==> src/rtl/emission_alert_manager.sv <==
// emission_alert_manager
// Turns the per-cycle warning/critical flags of the upstream emissions FSM
// into a stable, glitch-filtered alarm. Critical alarms latch until the
// operator acknowledges them, and critical episodes are counted.
//
// Optional feature macro: EMISSION_AUTO_ACK_EN
//   When defined, a timer auto-acknowledges CRIT after ACK_TIMEOUT cycles.
//   When undefined, no timer is built and CRIT persists until ack or reset.
//
// Ports:
//   clk              system clock, rising edge
//   reset            synchronous active-low reset
//   warning_in       warning flag from upstream
//   critical_in      critical flag from upstream (dominates warning)
//   ack              operator acknowledge, level-sampled, honoured in CRIT only
//   alarm_level      0 normal, 1 warning, 2 critical
//   buzzer           high only in CRIT
//   latched_critical high in CRIT and CRIT_ACK
//   event_pulse      one-cycle pulse on the first cycle in CRIT
//   event_count      saturating count of CRIT entries
module emission_alert_manager #(
    parameter int unsigned PERSIST_CYC = 4,
    parameter int unsigned CLEAR_CYC   = 8,
    parameter int unsigned CNT_W       = 8,
    parameter int unsigned ACK_TIMEOUT = 64
) (
    input  logic             clk,
    input  logic             reset,
    input  logic             warning_in,
    input  logic             critical_in,
    input  logic             ack,
    output logic [1:0]       alarm_level,
    output logic             buzzer,
    output logic             latched_critical,
    output logic             event_pulse,
    output logic [CNT_W-1:0] event_count
);

    localparam int unsigned PW = $clog2(PERSIST_CYC + 1);
    localparam int unsigned CW = $clog2(CLEAR_CYC + 1);

    typedef enum logic [1:0] {
        NORM     = 2'd0,
        WARN     = 2'd1,
        CRIT     = 2'd2,
        CRIT_ACK = 2'd3
    } state_t;

    state_t         state, state_n;
    logic [PW-1:0]  crit_run, crit_run_n;
    logic [PW-1:0]  hot_run, hot_run_n;
    logic [CW-1:0]  cool_run, cool_run_n;
    logic           rearm, rearm_n;
    logic           hot, cool;
    logic           crit_full, hot_full, cool_full;
    logic           enter_crit;
    logic [1:0]     level_n;
    logic [CNT_W-1:0] count_n;

`ifdef EMISSION_AUTO_ACK_EN
    localparam int unsigned TW = $clog2(ACK_TIMEOUT + 1);
    logic [TW-1:0]  timer, timer_n;
`else
    // Keeps the parameter referenced when the auto-acknowledge timer is not built.
    logic unused_ack_timeout;
    assign unused_ack_timeout = (ACK_TIMEOUT == 32'd0);
`endif

    // Next-state, run counters and next registered outputs.
    always_comb begin
        hot  = warning_in | critical_in;
        cool = !warning_in && !critical_in;

        crit_run_n = '0;
        hot_run_n  = '0;
        cool_run_n = '0;
        if (critical_in)
            crit_run_n = (crit_run == PW'(PERSIST_CYC)) ? crit_run : crit_run + PW'(1);
        if (hot)
            hot_run_n = (hot_run == PW'(PERSIST_CYC)) ? hot_run : hot_run + PW'(1);
        if (cool)
            cool_run_n = (cool_run == CW'(CLEAR_CYC)) ? cool_run : cool_run + CW'(1);

        crit_full = (crit_run_n == PW'(PERSIST_CYC));
        hot_full  = (hot_run_n == PW'(PERSIST_CYC));
        cool_full = (cool_run_n == CW'(CLEAR_CYC));

        state_n = state;
        rearm_n = rearm;
`ifdef EMISSION_AUTO_ACK_EN
        // Timer restarts from zero on every CRIT entry.
        timer_n = (state == CRIT) ? timer + TW'(1) : '0;
`endif

        case (state)
            NORM: begin
                if (crit_full)     state_n = CRIT;
                else if (hot_full) state_n = WARN;
            end
            WARN: begin
                if (crit_full)      state_n = CRIT;
                else if (cool_full) state_n = NORM;
            end
            CRIT: begin
                // ack on the entry edge was sampled in the previous state, so
                // the buzzer always sounds for at least one cycle.
                if (ack) begin
                    state_n = CRIT_ACK;
                    rearm_n = 1'b0;
                end
`ifdef EMISSION_AUTO_ACK_EN
                else if (timer_n == TW'(ACK_TIMEOUT)) begin
                    state_n = CRIT_ACK;
                    rearm_n = 1'b0;
                end
`endif
            end
            CRIT_ACK: begin
                // A fresh critical run only re-alarms after critical dropped once.
                if (!critical_in) rearm_n = 1'b1;
                if (rearm && crit_full) state_n = CRIT;
                else if (cool_full)     state_n = NORM;
            end
            default: state_n = NORM;
        endcase

        enter_crit = (state_n == CRIT) && (state != CRIT);

        case (state_n)
            WARN:           level_n = 2'd1;
            CRIT, CRIT_ACK: level_n = 2'd2;
            default:        level_n = 2'd0;
        endcase

        count_n = event_count;
        if (enter_crit && (event_count != '1))
            count_n = event_count + CNT_W'(1);
    end

    // State, counters and Moore-decoded output registers.
    always_ff @(posedge clk) begin
        if (!reset) begin
            state            <= NORM;
            crit_run         <= '0;
            hot_run          <= '0;
            cool_run         <= '0;
            rearm            <= 1'b0;
            alarm_level      <= 2'd0;
            buzzer           <= 1'b0;
            latched_critical <= 1'b0;
            event_pulse      <= 1'b0;
            event_count      <= '0;
`ifdef EMISSION_AUTO_ACK_EN
            timer            <= '0;
`endif
        end else begin
            state            <= state_n;
            crit_run         <= crit_run_n;
            hot_run          <= hot_run_n;
            cool_run         <= cool_run_n;
            rearm            <= rearm_n;
            alarm_level      <= level_n;
            buzzer           <= (state_n == CRIT);
            latched_critical <= (state_n == CRIT) || (state_n == CRIT_ACK);
            event_pulse      <= enter_crit;
            event_count      <= count_n;
`ifdef EMISSION_AUTO_ACK_EN
            timer            <= timer_n;
`endif
        end
    end

endmodule

==> config.mk <==
export PLATFORM = sky130hd
export DESIGN_NAME = emission_alert_manager
export DESIGN_NICKNAME = d
export VERILOG_FILES = /design/src/rtl/emission_alert_manager.sv
export SDC_FILE = /design/constraint.sdc
export NUM_CORES = 1
export LEC_CHECK = 0
export CORE_MARGIN = 3
export CORE_UTILIZATION = 30
export CTS_CLUSTER_DIAMETER = 100
export DETAILED_ROUTE_END_ITERATION = 10
export SLEW_MARGIN = 20
export SYNTH_ARGS = -nofsm -noshare
export SYNTH_HDL_FRONTEND = slang
export SYNTH_SLANG_ARGS = --single-unit
==> constraint.sdc <==
create_clock -name clk -period 4.3 [get_ports clk]
set_input_delay 0.86 -clock clk [delete_from_list [all_inputs] [get_ports clk]]
set_output_delay 0.86 -clock clk [all_outputs]
set_load 0.01 [all_outputs]
==> results.ini <==
[grt]
grt.total_usage_pct=10.7
gr-total-overflow=0
grt_max_degree=22
grt_pass1_vias=970
grt_pass1_wl_um=4260
antenna_found_initial=0

[power]
switchingPower_w=0.0000859
seqPwrFrac_pct=56.2
pwr-share-comb_pct=7.2
p_per_area_nw_per_um2=271
clkPwrFrac_pct=36.6
p_leak_nw=0.620
internal_power_w=0.000322
ir_drop_uv=164
swShare_pct=21.0

[synthesis]
synth_nets=151
netlist_top_cells_area=dfxtp_1, ha_1, nand2_1, xor2_1, mux2i_1
synth-compound-area-share_pct=12.0
syn-instance-count=139
synthTopCellsByCount=dfxtp_1, nand2_1, inv_1, nor2_1, ha_1
synth-main-ff-cell=dfxtp_1
synthAdderAreaFrac_pct=7.04
synth-edff-count=0
ys_ff_latch=24
yosysTopAreaCell=dfxtp_1
ys_types=45
synth_top_family_by_area=simple AND/OR/NAND/NOR gates
synth_xor_area_share_pct=4.92
yosys.area_share.simple_pct=29.4
synthMuxAreaShare_pct=3.22
synth.avg_cell_area_sq_um=8.96
netlist_area_sq_um=1240
synth.most_common_cell=dfxtp_1
synthArstFlopShare_pct=0
ys_seq_area_share_pct=38.6
yosysWarnings=0
yosysTopAreaCellShare_pct=38.6

[routing]
vias_per_cell=4.90
first_pass_iters=4
drt_wl_total_um=2430
wl_met3_um=102
vias=1004
dr.first_iter.drc_count=46
wl_met2_um=1100
drc=0
wl_per_cell_um=11.9
antenna_left=0
drt-met1-wl_um=1220
top_layer=met4

[final_layout]
instances_no_fill=205
drive_gt1_share_pct=9.55
antenna_cells_inserted=0
syn_to_final_growth_pct=21.1
nFillCells=389
fin_nets=170

[floorplan]
die_h_um=70.4
die_x_um=70.4
fp.dieArea_sq_um=4960
start_util_pct=32.5
core_sq_um=3830
rows=22
ios=18

[timing]
fin_tns_setup_ns=0
fmax_mhz=398
finalCritPeriodShare_pct=58.4
worstMarginPinSlew_ns=0.711
drv_slew=0
rsz0062_at_grt=no
finalCriticalPeriod_ns=2.51
relSlewSlack_pct=52.2
setup_viol=0
skew_ns=0.00133
holdWs_ns=0.503
report.final.hold_viol_count=0

[status]
status=completed

[critical_path]
worst-path-max-fanout=7
critPathLaunchType=primary input
critPathArrivalTime_ns=2.66
crit_slowest_cell=or3_2
slowest_delay_ns=0.51
end_kind=register
crit_chain=clkdlybuf4s50_1 -> or3_2 -> a311o_1 -> o2111a_1 -> or3_1
r2r_cells=7
crit_type=in2reg
required_ns=4.45

[placed_design]
post-place-cells=201
gp_congestion=0.782
place_hpwl_um=1800
io_buffers=17

[cts]
clockRootBuffer=clkbuf_8
post_cts_buffers=0
cts_resized=0
ctsHoldBuffers=0
cts.sinks=24
cts.path.max_buffers=2
clock_latency_ns=0.26
cts_tree=done
numCtsBuffers=3
htree_levels=1
clk_pin_slew_worst_paths_ns=0.08

[flow_run]
cap_violations=0

[worst_hold_path]
hold_path_class=reg2reg
whs_path_depth=2

==> final timing paths <==
path                            slack [ns]                    from                          end
worst max-delay path                  1.79             critical_in          state[0]$_SDFF_PN0_
worst min-delay path                  0.50      rearm$_SDFFE_PN0P_           rearm$_SDFFE_PN0P_
worst max register to register        2.05  crit_run[0]$_SDFF_PN0_  event_count[0]$_SDFFE_PN0P_
worst min register to register        0.50      rearm$_SDFFE_PN0P_           rearm$_SDFFE_PN0P_
==> cell families after synthesis <==
family	Yosys count
xor gates and xnor gates	7
buffers and inverters	13
AOI/OAI and AO/OA	19
muxes	4
adders and majority gates	7
and+or+nand+nor	65
DFF	24
==> through the flow <==
stage	total power, W	setup WS [ns]	utilization (%)	cell area, sq um
2_1_floorplan	0.000254	2.11	-	1240
3_3_place_gp	0.000263	1.52	38.0	1450
3_5_place_dp	0.000264	1.50	38.0	1450
4_1_cts	0.000418	1.78	39.4	1510
5_1_grt	0.000432	1.72	39.4	1510
6_report	0.000408	1.79	39.4	1510
==> layout by cell type, fill, tap and decap left out, types with 2 or more instances in the layout <==
cell type	instances
clkdlybuf4s50_1	17
nand2_1	15
and3b_2	2
xnor2_1	2
nand3_1	5
xor2_1	5
dfxtp_1	24
and3_1	3
nor4_1	4
and2_1	4
ha_1	7
clkbuf_8	4
nor3_1	5
nand2b_1	2
a21bo_2	2
inv_1	9
mux2i_1	4
and3b_1	2
o21ai_0	4
o31ai_1	2
nor2b_1	4
nor2_1	8
or3_2	2
==> power by group through the flow <==
| stage | combinational (W) | clock (W) | sequential [W] |
|---|---|---|---|
| after floorplan | 0.0000199 | 0 | 0.000234 |
| after detailed placement | 0.0000290 | 0 | 0.000235 |
| after CTS | 0.0000294 | 0.000159 | 0.000230 |
| after global placement | 0.0000285 | 0 | 0.000235 |
| final | 0.0000292 | 0.000149 | 0.000230 |
| after global routing | 0.0000328 | 0.000169 | 0.000230 |
==> worst max-delay path: cells and delay by family <==
family                 cells  cell delay [ns]
and+or+nand+nor            2             0.80
buffers and inverters      1             0.50
AOI/OAI and AO/OA          2             0.49
==> area by class of cell <==
| cell class | instances | area [sq um] | area share (%) |
|---|---|---|---|
| Timing Repair Buffer | 17 | 170 | 11.3 |
| Tap cell | 48 | 60.1 | 3.98 |
| Multi-Input combinational cell | 102 | 704 | 46.7 |
| Clock buffer | 4 | 55.1 | 3.65 |
| Inverter | 10 | 37.5 | 2.49 |
| Sequential cell | 24 | 480 | 31.9 |
==> registers in the layout, summed over array words and instances, names as in the netlist <==
register     flops
hot_run          3
crit_run         3
rearm            1
alarm_level      2
buzzer           1
event_pulse      1
cool_run         4
state            1
event_count      8
==> routing by layer <==
metal | global-route usage (%) | up-vias
met3 | 3.74 | 2
met4 | 2.55 | 0
met1 | 13.9 | 461
met5 | 0 | -
met2 | 17.0 | 19
li1 | - | 522
No activity file was read; power rests on OpenSTA's default activity.
